--- config.mk ---
export PLATFORM = sky130hd
export DESIGN_NAME = axi_lite_pkt_buffer
export DESIGN_NICKNAME = d
export VERILOG_FILES = /design/src/rtl/axi_lite_pkt_buffer.sv
export SDC_FILE = /design/constraint.sdc
export NUM_CORES = 1
export LEC_CHECK = 0
export ABC_AREA = 1
export BUFFER_PORTS_ARGS = -buffer_cell sky130_fd_sc_hd__buf_2
export CORE_MARGIN = 3
export CORE_UTILIZATION = 40
export DETAILED_ROUTE_END_ITERATION = 6
export MAX_ROUTING_LAYER = met4
export PLACE_DENSITY = 0.57
export RECOVER_POWER = 25
export SKIP_CTS_REPAIR_TIMING = 1
export SYNTH_ARGS = -nofsm -noshare
export SYNTH_HDL_FRONTEND = slang
export SYNTH_SLANG_ARGS = --single-unit
--- constraint.sdc ---
create_clock -name clk -period 4.1 [get_ports clk]
set_clock_uncertainty 0.1 [all_clocks]
set_input_delay 0.205 -clock clk [delete_from_list [all_inputs] [get_ports clk]]
set_output_delay 0.205 -clock clk [all_outputs]
set_load 0.02 [all_outputs]
--- src/rtl/axi_lite_pkt_buffer.sv ---
// AXI-Lite slave front-end: DATA/STATUS/CTRL registers over a circular-buffer packet FIFO.
// Define PKT_CHECK_EN to reject DATA writes whose top byte differs from MAGIC.
module axi_lite_pkt_buffer #(
    parameter int         DATA_WIDTH  = 32,
    parameter int         ADDR_WIDTH  = 8,
    parameter int         BUFFER_SIZE = 16,
    parameter logic [7:0] MAGIC       = 8'hA5
) (
    input  logic                          clk,
    input  logic                          rst,
    input  logic [ADDR_WIDTH-1:0]         aw_addr,
    input  logic                          aw_valid,
    output logic                          aw_ready,
    input  logic [DATA_WIDTH-1:0]         w_data,
    input  logic                          w_valid,
    output logic                          w_ready,
    output logic [1:0]                    b_resp,
    output logic                          b_valid,
    input  logic                          b_ready,
    input  logic [ADDR_WIDTH-1:0]         ar_addr,
    input  logic                          ar_valid,
    output logic                          ar_ready,
    output logic [DATA_WIDTH-1:0]         r_data,
    output logic [1:0]                    r_resp,
    output logic                          r_valid,
    input  logic                          r_ready,
    output logic [$clog2(BUFFER_SIZE):0]  fifo_count,
    output logic                          not_empty
);

    localparam int PW = $clog2(BUFFER_SIZE);
    localparam int CW = PW + 1;
    localparam int IW = ADDR_WIDTH - 2;

    localparam logic [1:0] RESP_OKAY   = 2'b00;
    localparam logic [1:0] RESP_SLVERR = 2'b10;
    localparam logic [1:0] RESP_DECERR = 2'b11;

    localparam logic [IW-1:0] IDX_DATA   = IW'(0);
    localparam logic [IW-1:0] IDX_STATUS = IW'(1);
    localparam logic [IW-1:0] IDX_CTRL   = IW'(2);

    localparam logic [CW-1:0] FULL_COUNT = CW'(BUFFER_SIZE);

    typedef enum logic [1:0] {
        SEL_DATA,
        SEL_STATUS,
        SEL_CTRL,
        SEL_NONE
    } reg_sel_e;

    function automatic reg_sel_e decode(input logic [IW-1:0] idx);
        if (idx == IDX_DATA)        return SEL_DATA;
        else if (idx == IDX_STATUS) return SEL_STATUS;
        else if (idx == IDX_CTRL)   return SEL_CTRL;
        else                        return SEL_NONE;
    endfunction

    // Storage and bookkeeping
    logic [DATA_WIDTH-1:0] mem [BUFFER_SIZE];
    logic [PW-1:0]         wr_ptr;
    logic [PW-1:0]         rd_ptr;
    logic [CW-1:0]         count;
    logic [CW-1:0]         count_next;
    logic [15:0]           drop_count;

    logic                  aw_held;
    logic [IW-1:0]         aw_idx_q;
    logic                  w_held;
    logic [DATA_WIDTH-1:0] w_data_q;

    logic                  aw_hs;
    logic                  w_hs;
    logic                  ar_hs;
    logic                  commit;
    logic [IW-1:0]         wr_idx;
    logic [DATA_WIDTH-1:0] wr_word;
    reg_sel_e              wr_sel;
    reg_sel_e              rd_sel;
    logic                  magic_ok;
    logic                  empty;
    logic                  full;

    logic [1:0]            wr_resp;
    logic                  push;
    logic                  drop;
    logic                  flush;
    logic [1:0]            rd_resp;
    logic [DATA_WIDTH-1:0] rd_word;
    logic                  pop;
    logic [DATA_WIDTH-1:0] status_word;

    logic                  unused_bits;
    assign unused_bits = ^{aw_addr[1:0], ar_addr[1:0], MAGIC};

    // Readys are forced low while reset is held so every output reads 0.
    assign aw_ready = !rst && !aw_held && !b_valid;
    assign w_ready  = !rst && !w_held && !b_valid;
    assign ar_ready = !rst && !r_valid;

    assign aw_hs  = aw_valid && aw_ready;
    assign w_hs   = w_valid && w_ready;
    assign ar_hs  = ar_valid && ar_ready;
    assign commit = (aw_held || aw_hs) && (w_held || w_hs);

    assign wr_idx  = aw_held ? aw_idx_q : aw_addr[ADDR_WIDTH-1:2];
    assign wr_word = w_held ? w_data_q : w_data;
    assign wr_sel  = decode(wr_idx);
    assign rd_sel  = decode(ar_addr[ADDR_WIDTH-1:2]);

    assign empty     = (count == '0);
    assign full      = (count == FULL_COUNT);
    assign fifo_count = count;

`ifdef PKT_CHECK_EN
    assign magic_ok = (wr_word[DATA_WIDTH-1 -: 8] == MAGIC);
`else
    assign magic_ok = 1'b1;
`endif

    // NOTE: every output of a combinational block gets a default first, so no path leaves it unassigned and no latch is inferred.
    always_comb begin
        wr_resp = RESP_OKAY;
        push    = 1'b0;
        drop    = 1'b0;
        flush   = 1'b0;
        if (commit) begin
            case (wr_sel)
                SEL_DATA: begin
                    if (full || !magic_ok) begin
                        wr_resp = RESP_SLVERR;
                        drop    = 1'b1;
                    end else begin
                        push = 1'b1;
                    end
                end
                SEL_STATUS: wr_resp = RESP_SLVERR;
                SEL_CTRL:   flush   = wr_word[0];
                default:    wr_resp = RESP_DECERR;
            endcase
        end
    end

    always_comb begin
        status_word        = '0;
        status_word[0]     = empty;
        status_word[1]     = full;
        status_word[15:8]  = 8'(count);
        status_word[31:16] = drop_count;
    end

    // Read response is built from pre-edge state; a flush on the same edge suppresses the pop.
    always_comb begin
        rd_resp = RESP_OKAY;
        rd_word = '0;
        pop     = 1'b0;
        case (rd_sel)
            SEL_DATA: begin
                if (empty) begin
                    rd_resp = RESP_SLVERR;
                end else begin
                    rd_word = mem[rd_ptr];
                    pop     = ar_hs && !flush;
                end
            end
            SEL_STATUS: rd_word = status_word;
            SEL_CTRL:   rd_word = '0;
            default:    rd_resp = RESP_DECERR;
        endcase
    end

    always_comb begin
        count_next = count;
        if (flush)
            count_next = '0;
        else if (push && !pop)
            count_next = count + CW'(1);
        else if (pop && !push)
            count_next = count - CW'(1);
    end

    // NOTE: sequential state uses non-blocking assignments so all flops sample pre-edge values together.
    always_ff @(posedge clk or posedge rst) begin
        if (rst) begin
            aw_held  <= 1'b0;
            aw_idx_q <= '0;
            w_held   <= 1'b0;
            w_data_q <= '0;
            b_valid  <= 1'b0;
            b_resp   <= RESP_OKAY;
        end else begin
            if (commit) begin
                aw_held <= 1'b0;
                w_held  <= 1'b0;
                b_valid <= 1'b1;
                b_resp  <= wr_resp;
            end else begin
                if (aw_hs) begin
                    aw_held  <= 1'b1;
                    aw_idx_q <= aw_addr[ADDR_WIDTH-1:2];
                end
                if (w_hs) begin
                    w_held   <= 1'b1;
                    w_data_q <= w_data;
                end
                if (b_valid && b_ready)
                    b_valid <= 1'b0;
            end
        end
    end

    always_ff @(posedge clk or posedge rst) begin
        if (rst) begin
            r_valid <= 1'b0;
            r_data  <= '0;
            r_resp  <= RESP_OKAY;
        end else if (ar_hs) begin
            r_valid <= 1'b1;
            r_data  <= rd_word;
            r_resp  <= rd_resp;
        end else if (r_valid && r_ready) begin
            r_valid <= 1'b0;
        end
    end

    always_ff @(posedge clk or posedge rst) begin
        if (rst) begin
            wr_ptr     <= '0;
            rd_ptr     <= '0;
            count      <= '0;
            not_empty  <= 1'b0;
            drop_count <= '0;
        end else begin
            count     <= count_next;
            not_empty <= (count_next != '0);
            if (flush) begin
                wr_ptr     <= '0;
                rd_ptr     <= '0;
                drop_count <= '0;
            end else begin
                if (push)
                    wr_ptr <= wr_ptr + PW'(1);
                if (pop)
                    rd_ptr <= rd_ptr + PW'(1);
                if (drop && drop_count != 16'hFFFF)
                    drop_count <= drop_count + 16'd1;
            end
        end
    end

    // NOTE: the storage array has no reset; only the pointers and count define which entries are valid.
    always_ff @(posedge clk) begin
        if (push)
            mem[wr_ptr] <= wr_word;
    end

endmodule

* Word-level counts from Yosys, hierarchy flattened
Memories as Yosys holds them, arrays and structs flattened.
Index checks and enable logic that the tools add are counted.
** Word-level totals
- Register bits :: 108
- Bits in writable memories :: 512
- Output and inout bits :: 47
- Logic and storage cells :: 115
- Memories kept :: 1
** Memory list
- mem :: depth 16, width 32, read ports 1, clocked after memory_dff 0, wr ports 1, RTL line 60 : logic [DATA_WIDTH-1:0] mem [BUFFER_SIZE];
** Operators by class
- Add/subtract/negate cells :: 5
- Equal/unequal tests :: 10
- Multiplexer cells :: 43
- Bitwise operators :: 1
- Reduce and logical (&&, ||, !) cells :: 41
** Operators by type and width (number)
- $mux W32 :: 2
- $pmux W32 S2 :: 1
- $mux W16 :: 2
- $mux W1 :: 22
- $add A16 B1 Y16 const B :: 1
- $mux W4 :: 4
- $ne A16 B16 Y1 const B :: 1
- $logic_and A1 B1 Y1 :: 15
- $mux W5 :: 3
- $reduce_bool A2 Y1 :: 7
- $eq A6 B1 Y1 const B :: 2
- $eq A6 B2 Y1 const B :: 2
- $logic_not A6 Y1 :: 2
- $mux W2 :: 6
- $add A4 B1 Y4 const B :: 2
- $logic_not A1 Y1 :: 8
- $mux W6 :: 1
- $pmux W2 S3 :: 1
- $add A5 B1 Y5 const B :: 1
- $eq A5 B5 Y1 const B :: 1
- $logic_not A5 Y1 :: 1
- $reduce_bool A5 Y1 :: 1
- $sub A5 B1 Y5 const B :: 1
- $eq A2 B1 Y1 const B :: 2
- other kinds (7) :: 11

* Longest topological paths before layout
Gate-level depths: netlist of run 1.
- Depth in word-level cells :: 17
- Mapped depth :: 17
- Depth with buffers taken out :: 16

* Worst setup path after synthesis of run 1
OpenSTA, ideal clock, no wires.
- Path type :: input-to-reg
- From :: input rst
- To :: memory mem[15][0], enable pin
- Arrival time :: 3.907 ns
- Slack :: -0.328 ns
- Cell stages on the path :: 9
- Buffers on the path :: 0
- Path through :: inv_2 -> nand2_2 -> o21ai_2 -> nand2_2 -> nor2_4 -> nand2_1 -> nor2_1 -> inv_1 -> nor2_1
** On the way
- Word-level cells in the longest chain between the ends :: 9
- Elaborated cells between the ends (all ways) :: 13
- Those cells by class :: 3 x mux; 10 x reduce/logical
** RTL lines
- from (decl) :: RTL line 10 : input logic rst,
- $logic_not A1 Y1 (no source line) (*)
- $logic_and A1 B1 Y1 (on tied branches) (2 in a row) :: RTL line 97, 98
- $logic_and A1 B1 Y1 (on tied branches) :: RTL line 101, 102
- $logic_or A1 B1 Y1 :: RTL line 104 : assign commit = (aw_held || aw_hs) && (w_held || w_hs);
- $logic_and A1 B1 Y1 (*) :: RTL line 104
- $mux W1 (*) :: RTL line 127 : if (commit) begin
- $mux W1 (*) :: RTL line 253 : if (push)
- $mux W1 (implied by the code) (*) :: RTL line 254 : mem[wr_ptr] <= wr_word;
- to (decl) :: RTL line 60
Every way passes the cells marked *; elsewhere a longest branch is shown, timed or not.

* Worst setup path after layout of run 1
- From :: register w_held
- To :: register not_empty
** On the way
- Elaborated cells between the ends (all ways) :: 22
- Those cells by class :: 9 x mux; 13 x reduce/logical
** RTL lines
- from (decl) :: RTL line 69 : logic w_held;
- from (signal assigned) :: RTL line 187 : w_held <= 1'b0;
- from (signal assigned) :: RTL line 194 : w_held <= 1'b0;
- from (signal assigned) :: RTL line 203 : w_held <= 1'b1;
- $mux W32 (*) :: RTL line 107 : assign wr_word = w_held ? w_data_q : w_data;
- net wr_word[0] :: RTL line 77 : logic [DATA_WIDTH-1:0] wr_word;
- $mux W1 (*) :: RTL line 128 : case (wr_sel)
- $mux W1 (*) :: RTL line 127
- $logic_not A1 Y1 :: RTL line 163 : pop = ar_hs && !flush;
- $logic_and A1 B1 Y1 :: RTL line 163
- $mux W1 :: RTL line 159 : if (empty) begin
- $mux W1 :: RTL line 157 : case (rd_sel)
- $logic_and A1 B1 Y1 / $logic_not A1 Y1 (equally long branches) :: RTL line 178, 176
- $mux W5 / $logic_and A1 B1 Y1 (equally long branches) :: RTL line 178, 176
- $mux W5 :: RTL line 176 : else if (push && !pop)
- $mux W5 (*) :: RTL line 174 : if (flush)
- $reduce_bool A5 Y1 (*) :: RTL line 235 : not_empty <= (count_next != '0);
- to (signal assigned) :: RTL line 235
- to (decl) :: RTL line 28 : output logic not_empty
The timed path passes the listed nets; every way through them passes the cells marked *.
A chain may end at the register's enable or synchronous reset.

==> run metrics, run 1 <==
Met3 Wirelength 2.964 mm; H-tree Lvls 3; Post-Syn Area 0.02538 sq mm; Max FO, Critical Path 66; #FFs+latches synth 620; most frequent CP cell nand2_1; CTS Sinks 620; initial core utilization 40.74%; all-layer global routing usage 20.10%; initial drt markers 1529; register area share after synthesis 71.24%; post-route ant nets 0; CTS Buffer Depth 3; unrepaired setup endpoints after global routing false; worst vdd ir 0.0003752 V; critical path required time 4.47 ns; die area 0.06650 sq mm; Hold Path Class in -> reg; Least-Margin Pin Slew 2.310 ns; initial antenna violation count 0; final setup fails 0; global-route wire length before repair 99.19 mm; yosys warns 0; Routed WL per cell 20.63 um; Final Cycle Share 79.11%; Netlist cell types 48; met2 WL 32.28 mm; Startpoint Class flop; Hold Fails Final Rpt 0; fin. max-slew vios 38; Setup CP Type reg -> reg; WL final 65.41 mm; largest net degree at the start of global routing 206; Die Y 257.9 um; most common cell after layout, fill and taps aside edfxtp_1; Syn Nets 2198; NumNets Final 2346; Syn Inst Count 2135; number of synthesized flops with an enable pin 512; core footprint 0.06228 sq mm; top_reg_cell synth edfxtp_1; CTS root buffer clkbuf_16; FF-to-FF path depth 13; First-pass DRT Iterations 5; Antenna diodes 0; CP max-delay cell clkbuf_2; slew margin rel. -54.02%; status complete, but fails checks; Max Cap Viol 1; CTS tree yes; Max stage delay on crit path 0.78 ns; final core area utilization 47.63%; failing checks capacitance limit, slew limit; clock latency on the worst-skew pair 0.60 ns; Avg Cell Area, Syn 11.89 sq um; Hold Path Stages 5; row count 91; DR vias 17.03k; worst path cell trace clkbuf_2 > o21ai_1 > nand2_1 > inv_1 > nand2_4 > nand2_4 > nand2_4 > nand2_1 > nand2_1 > nand3_1 > nand2_1 > nor2_1 > nand2_1; post-DP HPWL 35.45 mm; Leak 0.01061 uW; Overflow after GRT 0; wl on met1 28.36 mm; Port Buffers 97; top routing layer used met4; top achievable clock speed 308.3 MHz; Min Clock Period, post-route 3.243 ns; Via density 5.372; Area Growth Syn to Fin 16.91%; crit path DAT 3.62 ns; PnR Total Power 18130 uW; worst reg-to-reg setup slack 0.86 ns; vias in the first global route 16.49k; pwr dens 611.2 mW/mm^2; fraction of layout cells with a size suffix above 1 11.36%; async set or reset register ratio after synthesis 17.42%; GP Congestion 0.8533; Critical Path End Type flop; chip width 257.9 um; Post-route DRC 0; most frequent cells in the layout edfxtp_1 (512), nor2_1 (294), nand2_1 (280), o21ai_0 (275), a21oi_1 (121); Num CTS Buffers 67; num ports 102; Worst-path clk slew 0.06 ns
==> final timing paths <==
path | startpoint | end
worst max-delay path | w_held$_DFFE_PP0P_ | not_empty$_DFF_PP0_
worst min-delay path | ar_addr[3] | r_resp[1]$_DFFE_PP0P_
worst max register to register | w_held$_DFFE_PP0P_ | not_empty$_DFF_PP0_
worst min register to register | r_resp[0]$_DFFE_PP0P_ | r_resp[0]$_DFFE_PP0P_
max in group asynchronous | rst | rd_ptr[1]$_DFFE_PP0P_
min in group asynchronous | rst | b_valid$_DFFE_PP0P_
==> area by class of cell <==
| cell class | count | area (sq um) |
|---|---|---|
| Clock buffer | 97 | 1932 |
| Clock inverter | 22 | 214.0 |
| Fill cell | 5600 | 32610 |
| Inverter | 94 | 364.1 |
| Multi-Input combinational cell | 1285 | 6494 |
| Sequential cell | 620 | 18090 |
| Tap cell | 837 | 1047 |
| Timing Repair Buffer | 215 | 1529 |
==> cell usage after synthesis, drive strengths merged (2+ instances only) <==
master	count	area, sq um
a221o	13	130.1
a31oi	5	31.28
edfxtp	512	15370
o221ai	26	227.7
a22o	9	78.83
o31ai	3	22.52
nand2	289	1132
o32ai	42	367.9
clkinv	2	12.51
inv	92	345.3
o21bai	2	18.77
dfrtp	108	2703
o21ai	297	1494
xor2	3	26.28
nand4	8	50.05
nand3	64	347.8
nor2	324	1271
ha	8	100.1
nor4	2	12.51
a21oi	121	605.6
o22ai	47	294.0
nor3	13	86.34
o21a	2	15.01
buf	56	271.5
clkbuf	80	300.3
==> cells by family after synthesis <==
group | count (synthesis) | share of synthesized area, %
xor gates and xnor gates | 4 | 0.1381
buffers and inverters | 230 | 3.664
DFF | 620 | 71.24
adders and majority gates | 8 | 0.3945
AOI/OAI and AO/OA | 570 | 13.04
muxes | 1 | 0.04437
and+or+nand+nor | 702 | 11.48
==> layer usage <==
metal  global-route usage, %  vias up
met5                       -        -
met4                   6.405        0
met3                   2.560      110
met2                   32.76      441
met1                   26.40     8472
li1                        -     8006
==> metrics by stage <==
step                TNS, ns  hold WS, ns  instance area (sq um)  instances  worst slack, ns
floorplan            -32.99       0.2014                  25410       2135          -0.3278
global placement          0       0.2871                  27170       3003            1.017
detailed placement        0       0.2881                  27170       3003           0.9623
CTS                       0      -0.3599                  29320       3122           0.9485
global route              0      0.09987                  29670       3170           0.5118
finish                    0      0.04198                  29670       3170           0.8567
==> flip-flops by register name, summed over array words and instances, names as in the netlist <==
register / flops
mem: 512
r_data: 32
w_data_q: 32
drop_count: 16
aw_idx_q: 6
fifo_count: 5
rd_ptr: 4
wr_ptr: 4
b_resp: 2
r_resp: 2
aw_held: 1
b_valid: 1
not_empty: 1
r_valid: 1
w_held: 1
==> power by group <==
group / switching [uW] / leakage [uW] / internal, uW / total (uW)
clock: 2380 / 0.00106 / 3520 / 5900
sequential: 314 / 0.00591 / 7820 / 8140
combinational: 2900 / 0.00365 / 1200 / 4100
==> worst max-delay path, delay by kind of cell, from the launching register on <==
kind	cells	cell delay [ns]
buffers and inverters	2	0.90
AOI/OAI and AO/OA	1	0.76
DFF	1	0.39
and+or+nand+nor	10	0.96
(Power assumes the default switching activity.)
==> run 2, diff against run 1 <==
==> constraint.sdc (replaced) <==
create_clock -name clk -period 3.2 [get_ports clk]
set_clock_uncertainty 0.1 [all_clocks]
set_input_delay 0.16 -clock clk [delete_from_list [all_inputs] [get_ports clk]]
set_output_delay 0.16 -clock clk [all_outputs]
set_load 0.02 [all_outputs]
==> run metrics, run 2 (synthesized netlist as in run 1, its figures left out) <==
Num CTS Buffers 66; Gate power share 23.1%; PnR Total Power 23100 uW; fraction of layout cells with a size suffix above 1 11.95%; delay-heaviest family, CP simple AND/OR/NAND/NOR gates; CTS root buffer clkbuf_16; worst vdd ir 0.0004661 V; Worst Slack Setup Final 0.3295 ns; vias in the first global route 16.38k; post-DP HPWL 35.67 mm; Final Cycle Share 89.70%; Max Cap Viol 0; WL final 65.40 mm; status complete, but fails checks; DR vias 17.03k; final setup fails 0; CTS Sinks 620; Sw Share 30.73%; Overflow after GRT 0; unrepaired setup endpoints after global routing false; initial core utilization 40.74%; Die Y 257.9 um; GP Congestion 0.8565; hold slack -0.02795 ns; initial drt markers 1648; max FFs per register 512; most common cell after layout, fill and taps aside edfxtp_1; num ports 102; CTS tree yes; Port Buffers 97; Hold Fails Final Rpt 1; die area 0.06650 sq mm; fin. max-slew vios 0; Startpoint Class flop; internal power 16000 uW; Max stage delay on crit path 0.48 ns; Critical Path End Type flop; Worst-path clk slew 0.06 ns; Via density 5.354; global-route wire length before repair 99.61 mm; most frequent cells in the layout edfxtp_1 (512), nor2_1 (294), nand2_1 (280), o21ai_0 (278), a21oi_1 (121); setup TNS 0 ns; Reg power frac 44.8%; Max FO, Critical Path 21; slew margin rel. 6.501%; initial antenna violation count 0; Leak 0.01068 uW; Antenna diodes 0; Fill cells 5635; NumNets Final 2359; post-route ant nets 0; top flop regs mem x512, r_data x32, w_data_q x32; pre-CTS setup slack 0.3985 ns; pwr dens 776.2 mW/mm^2; failing checks hold timing; Least-Margin Pin Slew 1.402 ns; Clk pwr share 32.0%; worst path cell trace inv_1 > ha_1 > nand3_1 > nand4_1 > nor2_4 > nand2_1 > nor2_1 > inv_1 > nor2_4 > buf_4; P_sw 7098 uW; First-pass DRT Iterations 5; core footprint 0.06228 sq mm; clock latency on the worst-skew pair 0.59 ns; CP Buf/Inv Count 3; all-layer global routing usage 20.07%; Routed WL per cell 20.56 um; crit path DAT 2.99 ns; Hold Path Class in -> reg; CP max-delay cell dfrtp_1; H-tree Lvls 3; critical path required time 3.32 ns; Area Growth Syn to Fin 17.26%; largest register by flop count mem; largest net degree at the start of global routing 133; chip width 257.9 um; Setup CP Type reg -> reg; Post-route DRC 0; top achievable clock speed 348.4 MHz; CTS Buffer Depth 3; Min Clock Period, post-route 2.870 ns; row count 91
run 2: changes by cell type in the layout (fill, tap and decap cells not counted), sizes merged:
cell / delta
buf: +17
bufinv: +1
clkbuf: -14
clkinv: +7
clkinvlp: -1
inv: +1
run 2: per-layer routing:
| layer | GRT usage (%) | up-vias | wire [um] |
|---|---|---|---|
| met3 | 3.030 | 120 | 2999 |
| li1 | - | 8031 | - |
| met2 | 31.67 | 431 | 31400 |
| met1 | 27.28 | 8449 | 29350 |
| met5 | - | - | 0 |
| met4 | 5.606 | 0 | 1655 |
run 2: final cells by class:
class | instances | area (sq um) | share of cell area (%)
Multi-Input combinational cell | 1285 | 6494 | 21.82
Sequential cell | 620 | 18090 | 60.79
Clock buffer | 86 | 1800 | 6.051
Inverter | 94 | 364.1 | 1.224
Timing Repair Buffer | 229 | 1682 | 5.651
Clock inverter | 30 | 281.5 | 0.9461
Tap cell | 837 | 1047 | 3.519
run 2: through the flow:
stage	utilization, %	cells	area, sq um	hold WS, ns
final	47.78	3181	29760	-0.02795
after global routing	47.78	3181	29760	0.003778
after CTS	47.20	3133	29400	-0.3846
after detailed placement	43.86	3017	27310	0.2503
after global placement	43.86	3017	27310	0.2468
after floorplan	-	2135	25480	0.1564
run 2: path summary, 6_finish.rpt:
kind                            cells after the start                      to  slack [ns]                     from
worst max-delay path                               10   mem[15][15]$_DFFE_PP_        0.33  fifo_count[0]$_DFF_PP0_
worst min-delay path                                5   r_resp[1]$_DFFE_PP0P_       -0.03               ar_addr[3]
worst max register to register                     10   mem[15][15]$_DFFE_PP_        0.33  fifo_count[0]$_DFF_PP0_
worst min register to register                      2   r_resp[0]$_DFFE_PP0P_        0.38    r_resp[0]$_DFFE_PP0P_
max in group asynchronous                           5  r_data[15]$_DFFE_PP0P_        0.73                      rst
min in group asynchronous                           4     b_valid$_DFFE_PP0P_        0.63                      rst
run 2: worst min-delay path, stage by stage:
cell	delay [ns]
buf_2	0.09
inv_1	0.05
o21ai_0	0.09
a31oi_1	0.14
o21ai_0	0.08
run 2: power by group through the flow:
stage	clock (uW)	combinational, uW	sequential (uW)
after global placement	0	5260	10500
after CTS	7560	5410	10300
final	7400	5340	10400
after floorplan	0	3440	10600
after global routing	7900	6000	10400
after detailed placement	0	5400	10500
